$ cat config.mk
export PLATFORM = sky130hd
export DESIGN_NAME = instr_sequencer
export DESIGN_NICKNAME = d
export VERILOG_FILES = /design/src/rtl/instr_sequencer.sv
export SDC_FILE = /design/constraint.sdc
export NUM_CORES = 1
export LEC_CHECK = 0
export CORE_UTILIZATION = 50
export DETAILED_ROUTE_END_ITERATION = 10
export PLACE_DENSITY = 0.78
export SYNTH_ARGS = -nofsm -noshare
export SYNTH_HDL_FRONTEND = slang
export SYNTH_SLANG_ARGS = --single-unit
$ cat constraint.sdc
create_clock -name clk -period 3.7 [get_ports clk]
set_clock_uncertainty 0.1 [all_clocks]
set_input_delay 0.925 -clock clk [delete_from_list [all_inputs] [get_ports clk]]
set_output_delay 0.925 -clock clk [all_outputs]
set_load 0.01 [all_outputs]
$ cat src/rtl/instr_sequencer.sv
`default_nettype none
// ============================================================================
// Module      : instr_sequencer
// Description : Program store and issue controller. It holds each word on the
//               CPU instruction bus for CPI clocks and supports run, step,
//               pause and done.
// Revision    : 1.0 - initial release
// ============================================================================
module instr_sequencer #(
    parameter int                     INSTR_WIDTH = 20,
    parameter int                     PROG_BITS   = 4,
    parameter int                     CPI         = 3,
    parameter logic [INSTR_WIDTH-1:0] NOP_INSTR   = '0
) (
    input  logic                   clk,
    input  logic                   rst,
    input  logic                   load_en,
    input  logic [PROG_BITS-1:0]   load_addr,
    input  logic [INSTR_WIDTH-1:0] load_data,
    input  logic [PROG_BITS-1:0]   end_addr,
    input  logic                   start,
    input  logic                   step,
    input  logic                   halt_req,
    output logic [INSTR_WIDTH-1:0] instruction,
    output logic [PROG_BITS-1:0]   pc,
    output logic                   instr_valid,
    output logic                   busy,
    output logic                   done
);

    localparam int                 c_CNT_W  = (CPI > 1) ? $clog2(CPI) : 1;
    localparam int                 c_DEPTH  = 1 << PROG_BITS;
    localparam logic [c_CNT_W-1:0] c_CNT_LAST = c_CNT_W'(CPI - 1);

    typedef enum logic [2:0] {
        S_IDLE   = 3'd0,
        S_RUN    = 3'd1,
        S_STEP   = 3'd2,
        S_PAUSED = 3'd3,
        S_DONE   = 3'd4
    } state_t;

    state_t                 r_state;
    logic [PROG_BITS-1:0]   r_pc;
    logic [c_CNT_W-1:0]     r_cnt;
    logic [INSTR_WIDTH-1:0] r_instr;
    logic [INSTR_WIDTH-1:0] r_mem [c_DEPTH];

    state_t                 w_state_nxt;
    logic [PROG_BITS-1:0]   w_pc_nxt;
    logic [PROG_BITS-1:0]   w_pc_inc;
    logic [c_CNT_W-1:0]     w_cnt_nxt;
    logic [INSTR_WIDTH-1:0] w_instr_nxt;
    logic                   w_we;
    logic                   w_active;

    assign w_pc_inc = r_pc + 1'b1;
    assign w_active = (r_state == S_RUN) || (r_state == S_STEP);

    always_comb begin
        w_state_nxt = r_state;
        w_pc_nxt    = r_pc;
        w_cnt_nxt   = r_cnt;
        w_instr_nxt = r_instr;
        w_we        = 1'b0;
        if (w_active) begin
            if (r_cnt == c_CNT_LAST) begin
                w_cnt_nxt = '0;
                if (r_pc == end_addr) begin
                    w_state_nxt = S_DONE;
                    w_instr_nxt = NOP_INSTR;
                end else if ((r_state == S_STEP) || halt_req) begin
                    w_state_nxt = S_PAUSED;
                    w_pc_nxt    = w_pc_inc;
                    w_instr_nxt = NOP_INSTR;
                end else begin
                    w_pc_nxt    = w_pc_inc;
                    w_instr_nxt = r_mem[w_pc_inc];
                end
            end else begin
                w_cnt_nxt = r_cnt + c_CNT_W'(1);
            end
        end else begin
            w_we = load_en;
            if (start) begin
                w_state_nxt = S_RUN;
                w_pc_nxt    = '0;
                w_cnt_nxt   = '0;
                w_instr_nxt = r_mem[0];
            end else if (step) begin
                // Only a paused program resumes where it stopped
                w_state_nxt = S_STEP;
                w_pc_nxt    = (r_state == S_PAUSED) ? r_pc : '0;
                w_cnt_nxt   = '0;
                w_instr_nxt = r_mem[w_pc_nxt];
            end
        end
    end

    always_ff @(posedge clk or negedge rst) begin
        if (!rst) begin
            r_state <= S_IDLE;
            r_pc    <= '0;
            r_cnt   <= '0;
            r_instr <= NOP_INSTR;
        end else begin
            r_state <= w_state_nxt;
            r_pc    <= w_pc_nxt;
            r_cnt   <= w_cnt_nxt;
            r_instr <= w_instr_nxt;
        end
    end

    always_ff @(posedge clk or negedge rst) begin
        if (!rst) begin
            for (int i = 0; i < c_DEPTH; i++) begin
                r_mem[i] <= NOP_INSTR;
            end
        end else if (w_we) begin
            r_mem[load_addr] <= load_data;
        end
    end

    assign instruction = r_instr;
    assign pc          = r_pc;
    assign instr_valid = w_active;
    assign busy        = w_active;
    assign done        = (r_state == S_DONE);

endmodule
`default_nettype wire

=== Yosys cells after proc, flatten, opt, wreduce, memory -nomap -nowiden ===
Cells that the tools add are included.

* Add/sub/neg operators: 2
* Order comparisons: 4
* Eq/ne operators: 9
* Muxes and demuxes: 32
* Bitwise gates (word level): 3
* Reductions and logical operators: 7

{| class="wikitable"
|+ Operators by type and width
! cell !! number
|-
| $bwmux 320 || 1
|-
| $mux 20 || 11
|-
| $bmux 20 s4 || 2
|-
| $demux 20 s4 || 1
|-
| $mux 4 || 6
|-
| $mux 3 || 6
|-
| $ge 5x5->1 const B || 3
|-
| $not 4->5 || 3
|-
| $mux 2 || 4
|-
| $eq 3x2->1 const B || 2
|-
| $reduce_and 3->1 || 2
|-
| $lt 5x1->1 const B || 1
|-
| $add 4x1->4 const B || 1
|-
| $eq 4x4->1 || 1
|-
| $eq 3x1->1 const B || 1
|-
| $eq 3x3->1 const B || 1
|-
| $ne 3x1->1 const B || 1
|-
| $reduce_bool 3->1 || 1
|-
| $add 2x1->2 const B || 1
|-
| $eq 2x2->1 const B || 1
|-
| $logic_or 1x1->1 || 2
|-
| $ne 2x1->1 const B || 1
|-
| $ne 2x2->1 const B || 1
|-
| $reduce_and 2->1 || 1
|-
| 2 further kinds || 2
|}

* Register bits after elaboration: 349
* Input bits: 34
* Logic and storage cells: 77

=== Depth between registers and ports, before layout ===
* Word-level depth: 9
* Mapped depth: 10

=== Worst setup path before layout ===
Ideal clock, no wire load.

* Path type: input to register
* From: input end_addr[1]
* To: register r_instr[17], in the netlist instruction[17]
* Setup time: 126 ps
* Data arrival time: 2413 ps
* Required time: 3474 ps
* Setup slack: 1061 ps
* Cell stages on the path: 7
* Cells stage by stage: xor2_1 -> or4_1 -> nand3_1 -> buf_4 -> buf_4 -> o32ai_1 -> o32a_1

* Longest elaborated chain between the ends: 4

{| class="wikitable"
|+ RTL lines
! item !! RTL line !! text
|-
| from (decl) || 20 || <nowiki>input logic [PROG_BITS-1:0] end_addr,</nowiki>
|-
| $eq 4x4->1 || 69 || <nowiki>if (r_pc == end_addr) begin</nowiki>
|-
| $mux 20 || 69 ||
|-
| $mux 20 || 67 || <nowiki>if (r_cnt == c_CNT_LAST) begin</nowiki>
|-
| $mux 20 || 66 || <nowiki>if (w_active) begin</nowiki>
|-
| to (signal assigned) || 110 || <nowiki>r_instr <= w_instr_nxt;</nowiki>
|-
| to (decl) || 46 || <nowiki>logic [INSTR_WIDTH-1:0] r_instr;</nowiki>
|}

No other way between the ends. The select of a mux whose other input is x is not followed.
A chain may end at the register's enable or synchronous reset.

=== Worst setup path after layout ===
* From: register r_state[1]
* To: output instr_valid

* Longest elaborated chain between the ends: 2
* Elaborated cells on any way between the ends: 3
* Classes of those cells: 2 x eq/ne; 1 x reduce/logical

{| class="wikitable"
|+ RTL lines
! item !! RTL line !! text
|-
| from (decl) || 43 || <nowiki>state_t r_state;</nowiki>
|-
| from (signal assigned) || 107 || <nowiki>r_state <= w_state_nxt;</nowiki>
|-
| $eq 3x1->1 / $eq 3x2->1 (equally long branches) || 58 || <nowiki>assign w_active = (r_state == S_RUN) || (r_state == S_STEP);</nowiki>
|-
| $logic_or 1x1->1 * || 58 ||
|-
| to (decl) || 26 || <nowiki>output logic instr_valid,</nowiki>
|}

Every way passes the cells marked *; elsewhere a longest branch is shown, timed or not.

==> flow_metrics.tcl <==
set metrics [dict create \
    cts_setup_buffers 0 \
    synthCells 1623 \
    cpMaxStageDelayCell "dfrtp_1" \
    drt_iter0_markers 1901 \
    crit_arrival_ns 2.44 \
    antenna_found_initial 1 \
    syn_to_final_growth_pct 14.7 \
    clk_pin_slew_ns 0.06 \
    cts-hold-fix-buffers 0 \
    tightest_slew_ns 1.00 \
    synth_edf_count 0 \
    placementRows 71 \
    core_sq_um 37800 \
    ys_seq_area_share_pct 45.5 \
    numCtsBuffers 38 \
    p_per_area_nw_per_um2 907 \
    synth.distinct_cells 64 \
    cts_root_buf "clkbuf_16" \
    path_max_fanout 13 \
    synth_top_cell_area_share_pct 45.5 \
    ys_ff_latch 349 \
    maxCapViolCount 0 \
    track_usage_pct 31.9 \
    gp_congestion 0.917 \
    path_buf_inv 2 \
    htreeDepth 2 \
    cts_resized 0 \
    ant_nets 0 \
    route.detailed.drc 0 \
    grt_pass1_wl_um 93800 \
    hold_viol 0 \
    crit_family "buffers and inverters" \
    fin_setup_tns_ns 0 \
    crit_cells 4 \
    max_freq_mhz 289 \
    p_int_mw 12.4 \
    die_area_sq_um 39200 \
    crit_type "flop to output port" \
    cts.path.max_buffers 3 \
    synth_warnings 0 \
    via_per_inst 6.96 \
    seqPwrFrac_pct 35.4 \
    rsz0062_at_grt "false" \
    power.net_switching_mw 7.57 \
    start_util_pct 50.8 \
    min_period_over_period_pct 93.5 \
    cts.sinks 349 \
    die_h_um 198 \
    avgRoutedWirePerCell_um 27.9 \
    grt_max_degree 92 \
    synth_top_flop_cell "dfrtp_1" \
    yosysMostFrequentCell "dfrtp_1" \
    drt_pre_antenna_iters 6 \
    maxSlewViolCount 0 \
    swShare_pct 37.9 \
    cpPeakStageDelay_ns 0.64 \
    synth_area_per_cell_sq_um 11.8 \
    hp-class "input port to asynchronous set/reset pin" \
    port_buffers 60 \
    p_leak_nw 9.29 \
    cp.required_ns 2.67 \
    cp-end-kind "output port" \
    grt_pass1_vias 15400 \
    syn_nets 1658 \
    ir_worst_vdd_v 0.000446 \
    worstPathCellList "xnor2_1 -> or2_1 -> inv_2 -> clkdlybuf4s50_1" \
    io_pins 61 \
    die_x_um 198 \
    ff2ff_path_depth 7 \
    yosys-top-cells-count "349 x dfrtp_1, 314 x mux2_2, 120 x nand2_1" \
    postPlaceCellArea_sq_um 20600 \
    syn_area_sq_um 19200 \
    yosysTopAreaCell "dfrtp_1" \
    period_needed_ns 3.46 \
    setup_viol 0 \
    slew_headroom_pct 32.8 \
    design_area_sq_um 22000 \
    nets 1698 \
    p_comb_share_pct 44.1 \
    synth_area_leaders "dfrtp_1 46%, mux2_2 18%, mux4_2 9.2%" \
    cts_tree "done" \
    crit_path_start_kind "flop" \
    insertion_delay_ns 0.53 \
    wirelength_um 61400 \
    post-dp-hpwl_um 38400 \
    nFillCells 2938 \
    clkPwrFrac_pct 20.5 \
    async_flop_share_pct 100 \
    overflow 0 \
    status "complete, no violations" \
    drive_gt1_share_pct 35.4 \
    vias 15400 \
]
-- routing by layer --
layer	track usage [%]	routed length, um	vias to the layer above
li1	-	-	6178
met1	42.7	23100	7710
met2	47.0	27100	1198
met3	9.16	7850	267
met4	16.7	3350	0
met5	0	0	-
-- worst register-to-register path, cell delays in order, from the launching register on --
cell and delay (ns):
dfrtp_2 0.56, buf_4 0.37, xor2_1 0.14, o41ai_1 0.57, or2_2 0.65, o221ai_1 0.21
a311oi_1 0.33, a31oi_1 0.16
-- sequential cells by signal, summed over array words and instances, names as in the netlist --
signal,flops
r_mem,320
instruction,20
pc,4
r_state,3
r_cnt,2
-- layout make-up --
type	count	area, sq um	share of cell area, %
diodes	1	2.50	0.0114
clock buffers	57	1200	5.43
clock inverters	13	168	0.762
inverters	4	15.0	0.0682
multi-input cells	1120	9880	44.9
flip-flops and latches	349	8740	39.7
well taps	511	639	2.90
repair buffers	150	1380	6.27
-- stage by stage --
stage	util [%]	power (mW)	hold WS (ns)	setup slack [ns]	instances
after floorplan	-	12.6	0.388	1.06	1623
after global placement	54.7	15.2	0.403	0.347	2134
after detailed placement	54.7	15.6	0.413	0.296	2134
after CTS	58.3	19.7	0.223	0.283	2204
after global routing	58.3	20.8	0.246	0.116	2205
final	58.3	20.0	0.220	0.239	2205
-- cells in the final DEF (no fill, tap or decap), types with 11 or more instances in the layout --
| cell type | synthesis | final |
|---|---|---|
| a211oi_1 | 29 | 29 |
| a21oi_1 | 66 | 65 |
| a221oi_1 | 11 | 11 |
| a31oi_1 | 21 | 21 |
| buf_4 | 4 | 82 |
| clkbuf_16 | 0 | 41 |
| clkbuf_8 | 0 | 11 |
| clkdlybuf4s50_1 | 0 | 59 |
| dfrtp_1 | 349 | 347 |
| mux2_2 | 314 | 314 |
| mux2_4 | 20 | 20 |
| mux2i_1 | 59 | 59 |
| mux4_2 | 78 | 78 |
| nand2_1 | 120 | 120 |
| nand3_1 | 39 | 39 |
| nor2_1 | 110 | 97 |
| nor2_2 | 0 | 13 |
| o21ai_0 | 42 | 42 |
| o221ai_1 | 22 | 22 |
| o22ai_1 | 53 | 53 |
| o31ai_1 | 17 | 16 |
-- path summary, 6_finish.rpt --
kind / from / slack, ns / endpoint
max in group asynchronous: rst / 2.38 / pc[0]
hold reg to reg: r_mem[208] / 0.43 / r_mem[208]
min in group clk: r_mem[208] / 0.43 / r_mem[208]
setup reg to reg: pc[1] / 0.46 / instruction[6]
setup / recovery: r_state[1] / 0.24 / instr_valid
hold / removal: rst / 0.22 / r_mem[70]
-- power groups by stage --
stage	clock (mW)	sequential (mW)	combinational, mW
global placement	0	6.90	8.30
CTS	4.10	6.97	8.61
detailed placement	0	7.01	8.55
floorplan	0	6.43	6.20
global route	4.27	7.23	9.29
finish	4.09	7.07	8.80
-- cells by family after synthesis --
| family | Yosys count | share of synthesized area, % |
|---|---|---|
| xor+xnor | 7 | 0.359 |
| simple gates | 333 | 7.80 |
| buf+inv | 154 | 3.46 |
| mux | 471 | 32.2 |
| flops | 349 | 45.5 |
| compound gates | 308 | 10.6 |
| fa+ha+maj | 1 | 0.0652 |
Power figures use the tool's default switching activity.
